<file path="config.mk">
export PLATFORM = sky130hd
export DESIGN_NAME = uart_tx_arbiter
export DESIGN_NICKNAME = d
export VERILOG_FILES = /design/src/rtl/uart_tx_arbiter.sv
export SDC_FILE = /design/constraint.sdc
export NUM_CORES = 1
export LEC_CHECK = 0
export CAP_MARGIN = 20
export CORE_MARGIN = 1
export CORE_UTILIZATION = 45
export DETAILED_ROUTE_END_ITERATION = 12
export GPL_ROUTABILITY_DRIVEN = 0
export PLACE_DENSITY = 0.75
export SYNTH_ARGS = -nofsm -noshare
export SYNTH_HDL_FRONTEND = slang
export SYNTH_SLANG_ARGS = --single-unit
</file>
<file path="constraint.sdc">
create_clock -name clk -period 4.45 [get_ports clk]
set_input_delay 0.89 -clock clk [delete_from_list [all_inputs] [get_ports clk]]
set_output_delay 0.89 -clock clk [all_outputs]
set_load 0.1 [all_outputs]
</file>
<file path="src/rtl/uart_tx_arbiter.sv">
`timescale 1ns/1ps
`default_nettype none
// ============================================================================
//  Module   : uart_tx_arbiter
//  Purpose  : Packet-level round-robin arbiter sharing one UART transmitter
//             between NR_REQ byte-stream requesters. A granted requester owns
//             the transmitter until its 'last' byte has been strobed out.
//             Each packet can be prefixed with a channel header byte
//             (HDR_BASE | index). A requester that stalls for TIMEOUT FETCH
//             cycles is evicted and timeout_err pulses.
//  Ports    : clk, rst_n        clock, synchronous active-low reset
//             req_d/_dv/_last   packed requester bytes, valid, end-of-packet
//             req_dr            registered per-requester ready (<= 1 bit set)
//             grant             one-hot transmitter owner, 0 when idle
//             busy              high whenever the FSM is not IDLE
//             timeout_err       one-cycle pulse on a timed-out packet
//             uart_tx_d/_dv/_dr byte, single-cycle strobe, UART ready
//  Revision : 1.0  initial release
// ============================================================================
module uart_tx_arbiter #(
    parameter int                   NR_REQ   = 4,
    parameter int                   NR_BITS  = 8,
    parameter int                   HEADER   = 1,
    parameter logic [NR_BITS-1:0]   HDR_BASE = NR_BITS'('hF0),
    parameter int                   TIMEOUT  = 1000
) (
    input  logic                        clk,
    input  logic                        rst_n,
    input  logic [NR_REQ*NR_BITS-1:0]   req_d,
    input  logic [NR_REQ-1:0]           req_dv,
    input  logic [NR_REQ-1:0]           req_last,
    output logic [NR_REQ-1:0]           req_dr,
    output logic [NR_REQ-1:0]           grant,
    output logic                        busy,
    output logic                        timeout_err,
    output logic [NR_BITS-1:0]          uart_tx_d,
    output logic                        uart_tx_dv,
    input  logic                        uart_tx_dr
);

    localparam int IDX_W = $clog2(NR_REQ);
    // Wide enough to hold TIMEOUT itself, so the count can never wrap.
    localparam int CNT_W = $clog2(TIMEOUT + 1);

    typedef enum logic [1:0] {
        S_IDLE  = 2'd0,
        S_HDR   = 2'd1,
        S_FETCH = 2'd2,
        S_SEND  = 2'd3
    } state_t;

    state_t               state_q;
    logic [IDX_W-1:0]     ptr_q;
    logic [IDX_W-1:0]     idx_q;
    logic [NR_REQ-1:0]    grant_q;
    logic [NR_REQ-1:0]    req_dr_q;
    logic                 busy_q;
    logic                 timeout_err_q;
    logic [NR_BITS-1:0]   tx_d_q;
    logic                 tx_dv_q;
    logic                 last_q;
    logic [CNT_W-1:0]     cnt_q;

    // Round-robin search: first requester with dv set, upward from ptr_q.
    logic                 arb_valid;
    logic [IDX_W-1:0]     arb_idx;
    logic [IDX_W:0]       arb_sum;

    always_comb begin
        arb_valid = 1'b0;
        arb_idx   = '0;
        arb_sum   = '0;
        for (int k = 0; k < NR_REQ; k++) begin
            arb_sum = {1'b0, ptr_q} + (IDX_W+1)'(k);
            if (arb_sum >= (IDX_W+1)'(NR_REQ)) begin
                arb_sum = arb_sum - (IDX_W+1)'(NR_REQ);
            end
            if (!arb_valid && req_dv[arb_sum[IDX_W-1:0]]) begin
                arb_valid = 1'b1;
                arb_idx   = arb_sum[IDX_W-1:0];
            end
        end
    end

    // Granted requester's byte lane.
    logic [NR_BITS-1:0]   sel_byte;
    logic                 sel_dv;
    logic                 sel_last;

    always_comb begin
        sel_byte = '0;
        sel_dv   = 1'b0;
        sel_last = 1'b0;
        for (int k = 0; k < NR_REQ; k++) begin
            if (IDX_W'(k) == idx_q) begin
                sel_byte = req_d[k*NR_BITS +: NR_BITS];
                sel_dv   = req_dv[k];
                sel_last = req_last[k];
            end
        end
    end

    logic [IDX_W-1:0]     next_idx;
    assign next_idx = (idx_q == IDX_W'(NR_REQ-1)) ? '0 : idx_q + IDX_W'(1);

    logic                 fetch_accept;
    logic                 fetch_expire;
    assign fetch_accept = sel_dv && |(req_dr_q & grant_q);
    // The counter would reach TIMEOUT on this cycle; acceptance has priority.
    assign fetch_expire = (cnt_q == CNT_W'(TIMEOUT-1));

    always_ff @(posedge clk) begin
        if (!rst_n) begin
            state_q       <= S_IDLE;
            ptr_q         <= '0;
            idx_q         <= '0;
            grant_q       <= '0;
            req_dr_q      <= '0;
            busy_q        <= 1'b0;
            timeout_err_q <= 1'b0;
            tx_d_q        <= '0;
            tx_dv_q       <= 1'b0;
            last_q        <= 1'b0;
            cnt_q         <= '0;
        end else begin
            // Strobe and error are single-cycle pulses.
            tx_dv_q       <= 1'b0;
            timeout_err_q <= 1'b0;
            case (state_q)
                S_IDLE: begin
                    if (arb_valid) begin
                        idx_q   <= arb_idx;
                        grant_q <= NR_REQ'(1) << arb_idx;
                        busy_q  <= 1'b1;
                        if (HEADER != 0) begin
                            state_q <= S_HDR;
                            tx_d_q  <= HDR_BASE | NR_BITS'(arb_idx);
                        end else begin
                            state_q  <= S_FETCH;
                            req_dr_q <= NR_REQ'(1) << arb_idx;
                            cnt_q    <= '0;
                        end
                    end
                end
                S_HDR: begin
                    // tx_dv_q high means this is the strobe cycle; dr is ignored.
                    if (tx_dv_q) begin
                        state_q  <= S_FETCH;
                        req_dr_q <= grant_q;
                        cnt_q    <= '0;
                    end else if (uart_tx_dr) begin
                        tx_dv_q <= 1'b1;
                    end
                end
                S_FETCH: begin
                    if (fetch_accept) begin
                        tx_d_q   <= sel_byte;
                        last_q   <= sel_last;
                        req_dr_q <= '0;
                        state_q  <= S_SEND;
                    end else if (fetch_expire) begin
                        timeout_err_q <= 1'b1;
                        req_dr_q      <= '0;
                        grant_q       <= '0;
                        busy_q        <= 1'b0;
                        ptr_q         <= next_idx;
                        state_q       <= S_IDLE;
                    end else begin
                        cnt_q <= cnt_q + CNT_W'(1);
                    end
                end
                S_SEND: begin
                    if (tx_dv_q) begin
                        if (last_q) begin
                            state_q <= S_IDLE;
                            grant_q <= '0;
                            busy_q  <= 1'b0;
                            ptr_q   <= next_idx;
                        end else begin
                            state_q  <= S_FETCH;
                            req_dr_q <= grant_q;
                            cnt_q    <= '0;
                        end
                    end else if (uart_tx_dr) begin
                        tx_dv_q <= 1'b1;
                    end
                end
                default: begin
                    state_q <= S_IDLE;
                end
            endcase
        end
    end

    assign req_dr      = req_dr_q;
    assign grant       = grant_q;
    assign busy        = busy_q;
    assign timeout_err = timeout_err_q;
    assign uart_tx_d   = tx_d_q;
    assign uart_tx_dv  = tx_dv_q;

endmodule
`default_nettype wire

</file>
==> metrics list <==
- Largest net degree at the start of global routing: 23
* # resized after CTS: 0
* Num CTS Buffers: 5
* Floorplan die area: 4780 um^2
* Sequential fraction of the synthesis area: 0.355
* TritonCTS clock tree: built
- Number of synthesized flops with an enable pin: 0
- Area taken by flip-flops and latches: approximately 700 um^2
* Clock tree skew after final layout: 0.00279 ns
- Final worst path period share: 0.675
- STA classifies the critical path startpoint as an input port.
- Pwr Density: 296 nW/um^2
- The worst-case IR drop observed on VDD is between 150 and 200 uV.
- Summing over every cut layer, the via total after detailed routing is 2013.
- Counting distinct cell types in the post-synthesis netlist gives 48.
* Ordered list of cells on the worst path: clkdlybuf4s50_1 > nor4bb_1 > a2111o_1 > and3_1 > or3_4 > a32o_1
* IO Count: 62
- Hold path startpoint: uart_tx_d[2]
- By count the netlist is led by dfxtp_1, nand2_1, a21oi_1.
- Detailed placement ended at an HPWL of around 3900 um.
- The layout has approximately 380 filler cells.
- For flop-to-flop paths, the worst setup slack is around 1.5 ns.
- Number of placement rows: 24
- Counting along the longest clock path gives a buffer depth of 2.
* Critical path capture point type: register
- For this run, design rule violations remaining after detail routing come to 0.
- Final count of pins violating max slew: 0
- Final #Nets: 347
- Buffers placed on the I/O ports in this run total 61.
- Setup total negative slack on the finished layout was measured at 0 ns.
* Growth of design area from synthesis to finish: 34.9%
* Worst hold path stage count: 2
* Slew at the pin closest to its max-slew limit: between 1 and 1.5 ns
* Most frequent cell after synthesis: dfxtp_1
- The number of buffers and inverters on the critical path is 1.
- The H-tree was split into 2 levels.
- The initial utilization of the core area, before any placement, comes to 0.466.
- After synthesis the netlist holds a flip-flop and latch count of 36.
- Fmax: between 300 and 400 MHz
* Count of hold buffers inserted by post-cts repair: 0
* Ratio of routed vias to standard cells: 5.72
- Number of max-capacitance violations reported: 0
- Worst hold path type: register to register
* Worst slack at placement: 1.18 ns
- Antenna-violating nets left: 0
- Net count after synthesis: 292
* Mean routed wirelength per cell: 15.0 um
- The clock reaches the later pin of the worst-skew pair after 0.29 ns.
- For this run, the number of Yosys warnings is 0.
* Slowest stage delay, CP: 0.49 ns
- End point of the worst hold path: uart_tx_d[2]
- Category of the most critical setup path: input port to register
* Synth top area cells: dfxtp_1, nand2_1, a21oi_1
* Static Leak: 0.000995 uW
- Number of endpoints failing setup at the final stage: 0
- Startpoint of the most critical register-to-register path: idx_q[0]
- For the worst flop-to-flop path, the logic depth is 7.
- Standard cell core area: 4350 um^2
- Across every metal layer, demand over resource in global routing totals 0.234.
- Critical Path Slowest Stage Cell: clkdlybuf4s50_1
- 0 antenna diodes ended up in the layout.
- Total routed wirelength: 5280 um
* Biggest area consumer among synthesized cells: dfxtp_1
* Post-synth ARST share: 0
* Root buffer selected by CTS: clkbuf_8
- The first global-routing pass estimated approximately 9000 um of wire.
* Total overflow reported by the global router: 0
- Of the post-synthesis cell area, the dominant cell type holds 0.355.
- Summing every instance area after synthesis gives 2030 um^2.
- Multi-input logic area: 1220 um^2
* Post-CTS Setup Bufs: 0
- The initial antenna violation count came to 0.
* Number of global-route vias before repair: 1973
* Clock-pin transition on the worst setup and hold timing paths: 0.07 ns
* Mapped Cells: around 240
* Die Span X: 69.1 um
- Kind of cell adding the most delay to the critical path: simple AND/OR/NAND/NOR gates
- The flow ran to the end, and the final reports show no timing, DRC or antenna violations.
- Average instance area after synthesis: 8.31 um^2
- Share of layout cells above drive strength 1: 0.0533
- Measured along the y axis, the die boundary spans 69.1 um.
- Setup repair after global routing missed its margin: no
* Number of hold violations in the final report: 0
* TritonRoute pass-1 iters: 4
- At the worst endpoint, the arrival time is 3.18 ns.
- In the synthesized netlist the dominant register cell turns out to be dfxtp_1.
- In this run the critical register-to-register path is captured at grant[2].
- In the post-route analysis, the smallest setup slack over all paths is 1.45 ns.
* Sinks on Clock Net: 36
- First-iteration detailed-routing DRC count: between 100 and 150
- At the worst endpoint, the required time is 4.63 ns.
* Tightest slew margin relative to the limit: 0.330
- In this run the worst path has a maximum fanout of 16.
* Post-layout min period: 3.00 ns
how the worst max path moves through the flow:
stage,slack (ns),depth (start not counted),endpoint,start
2_1_floorplan,1.97,6,grant[2],req_dv[0]
3_3_place_gp,1.21,6,grant[1],req_dv[0]
3_5_place_dp,1.18,6,grant[0],req_dv[0]
4_1_cts,1.49,6,grant[2],req_dv[0]
5_1_grt,1.34,7,grant[3],idx_q[0]
6_report,1.45,6,grant[2],req_dv[0]
worst register-to-register path, cell delays in order (launching register included):
cell and delay [ns]:
dfxtp_1 0.36, inv_1 0.09, ha_1 0.58, and3b_1 0.25, a2111o_1 0.40, and3_1 0.38
or3_4 0.50, a32o_1 0.27
power by group:
| group | total (uW) | leakage, uW | internal (uW) | switching (uW) |
|---|---|---|---|---|
| Sequential | 348 | 0.000293 | 335 | 12.3 |
| Combinational | 224 | 0.000650 | 88.9 | 135 |
| Clock | 238 | 0.0000510 | 123 | 115 |
state kept, by name (all words and copies together), names as in the netlist, 2 cells and up:
name and flops:
ptr_q 2, req_dr 4, grant 4, uart_tx_d 8
idx_q 2, cnt_q 10, state_q 2
through the flow:
step            util  instances  hold WS, ns  area (um^2)  power, uW
4_1_cts        0.628        352        0.483         2740        818
5_1_grt        0.628        352        0.495         2740        847
6_report       0.628        352        0.481         2740        810
3_3_place_gp   0.607        344        0.458         2640        576
3_5_place_dp   0.607        344        0.466         2640        577
2_1_floorplan      -        244        0.448         2030        502
per-layer routing:
metal / global-route usage / wire length, um / vias to the layer above
li1: - / - / 1022
met4: 0.0839 / 89 / 0
met5: 0 / 0 / -
met2: 0.365 / 2410 / 41
met1: 0.317 / 2620 / 943
met3: 0.0512 / 165 / 7
kinds of logic (layout without fill, tap and decap cells):
logic type                 count (synthesis)  after routing  synth area share
and+or+nand+nor                           96             96             0.249
xor gates and xnor gates                   5              5            0.0216
DFF                                       36             36             0.355
buffers and inverters                     19             75            0.0426
muxes                                      9              9            0.0444
AOI/OAI and AO/OA                         74             74             0.257
adders and majority gates                  5              5            0.0308
placed cells by master (no fill, tap or decap), types with 8 or more instances in the layout:
cell type	instances
a221oi_1	8
dfxtp_1	36
nand2_1	31
mux2i_1	9
nor3_1	8
o21ai_0	8
nor2b_1	15
nor2_1	11
a21oi_1	20
clkdlybuf4s50_1	61
final cells by class:
| cell class | count | area share |
|---|---|---|
| sequential | 36 | 0.263 |
| clock buffer | 6 | 0.0302 |
| inverter | 5 | 0.00686 |
| tap | 52 | 0.0238 |
| clock inverter | 2 | 0.00366 |
| multi-input combinational | 189 | 0.446 |
| timing repair buffer | 62 | 0.226 |
(Power assumes the default switching activity.)
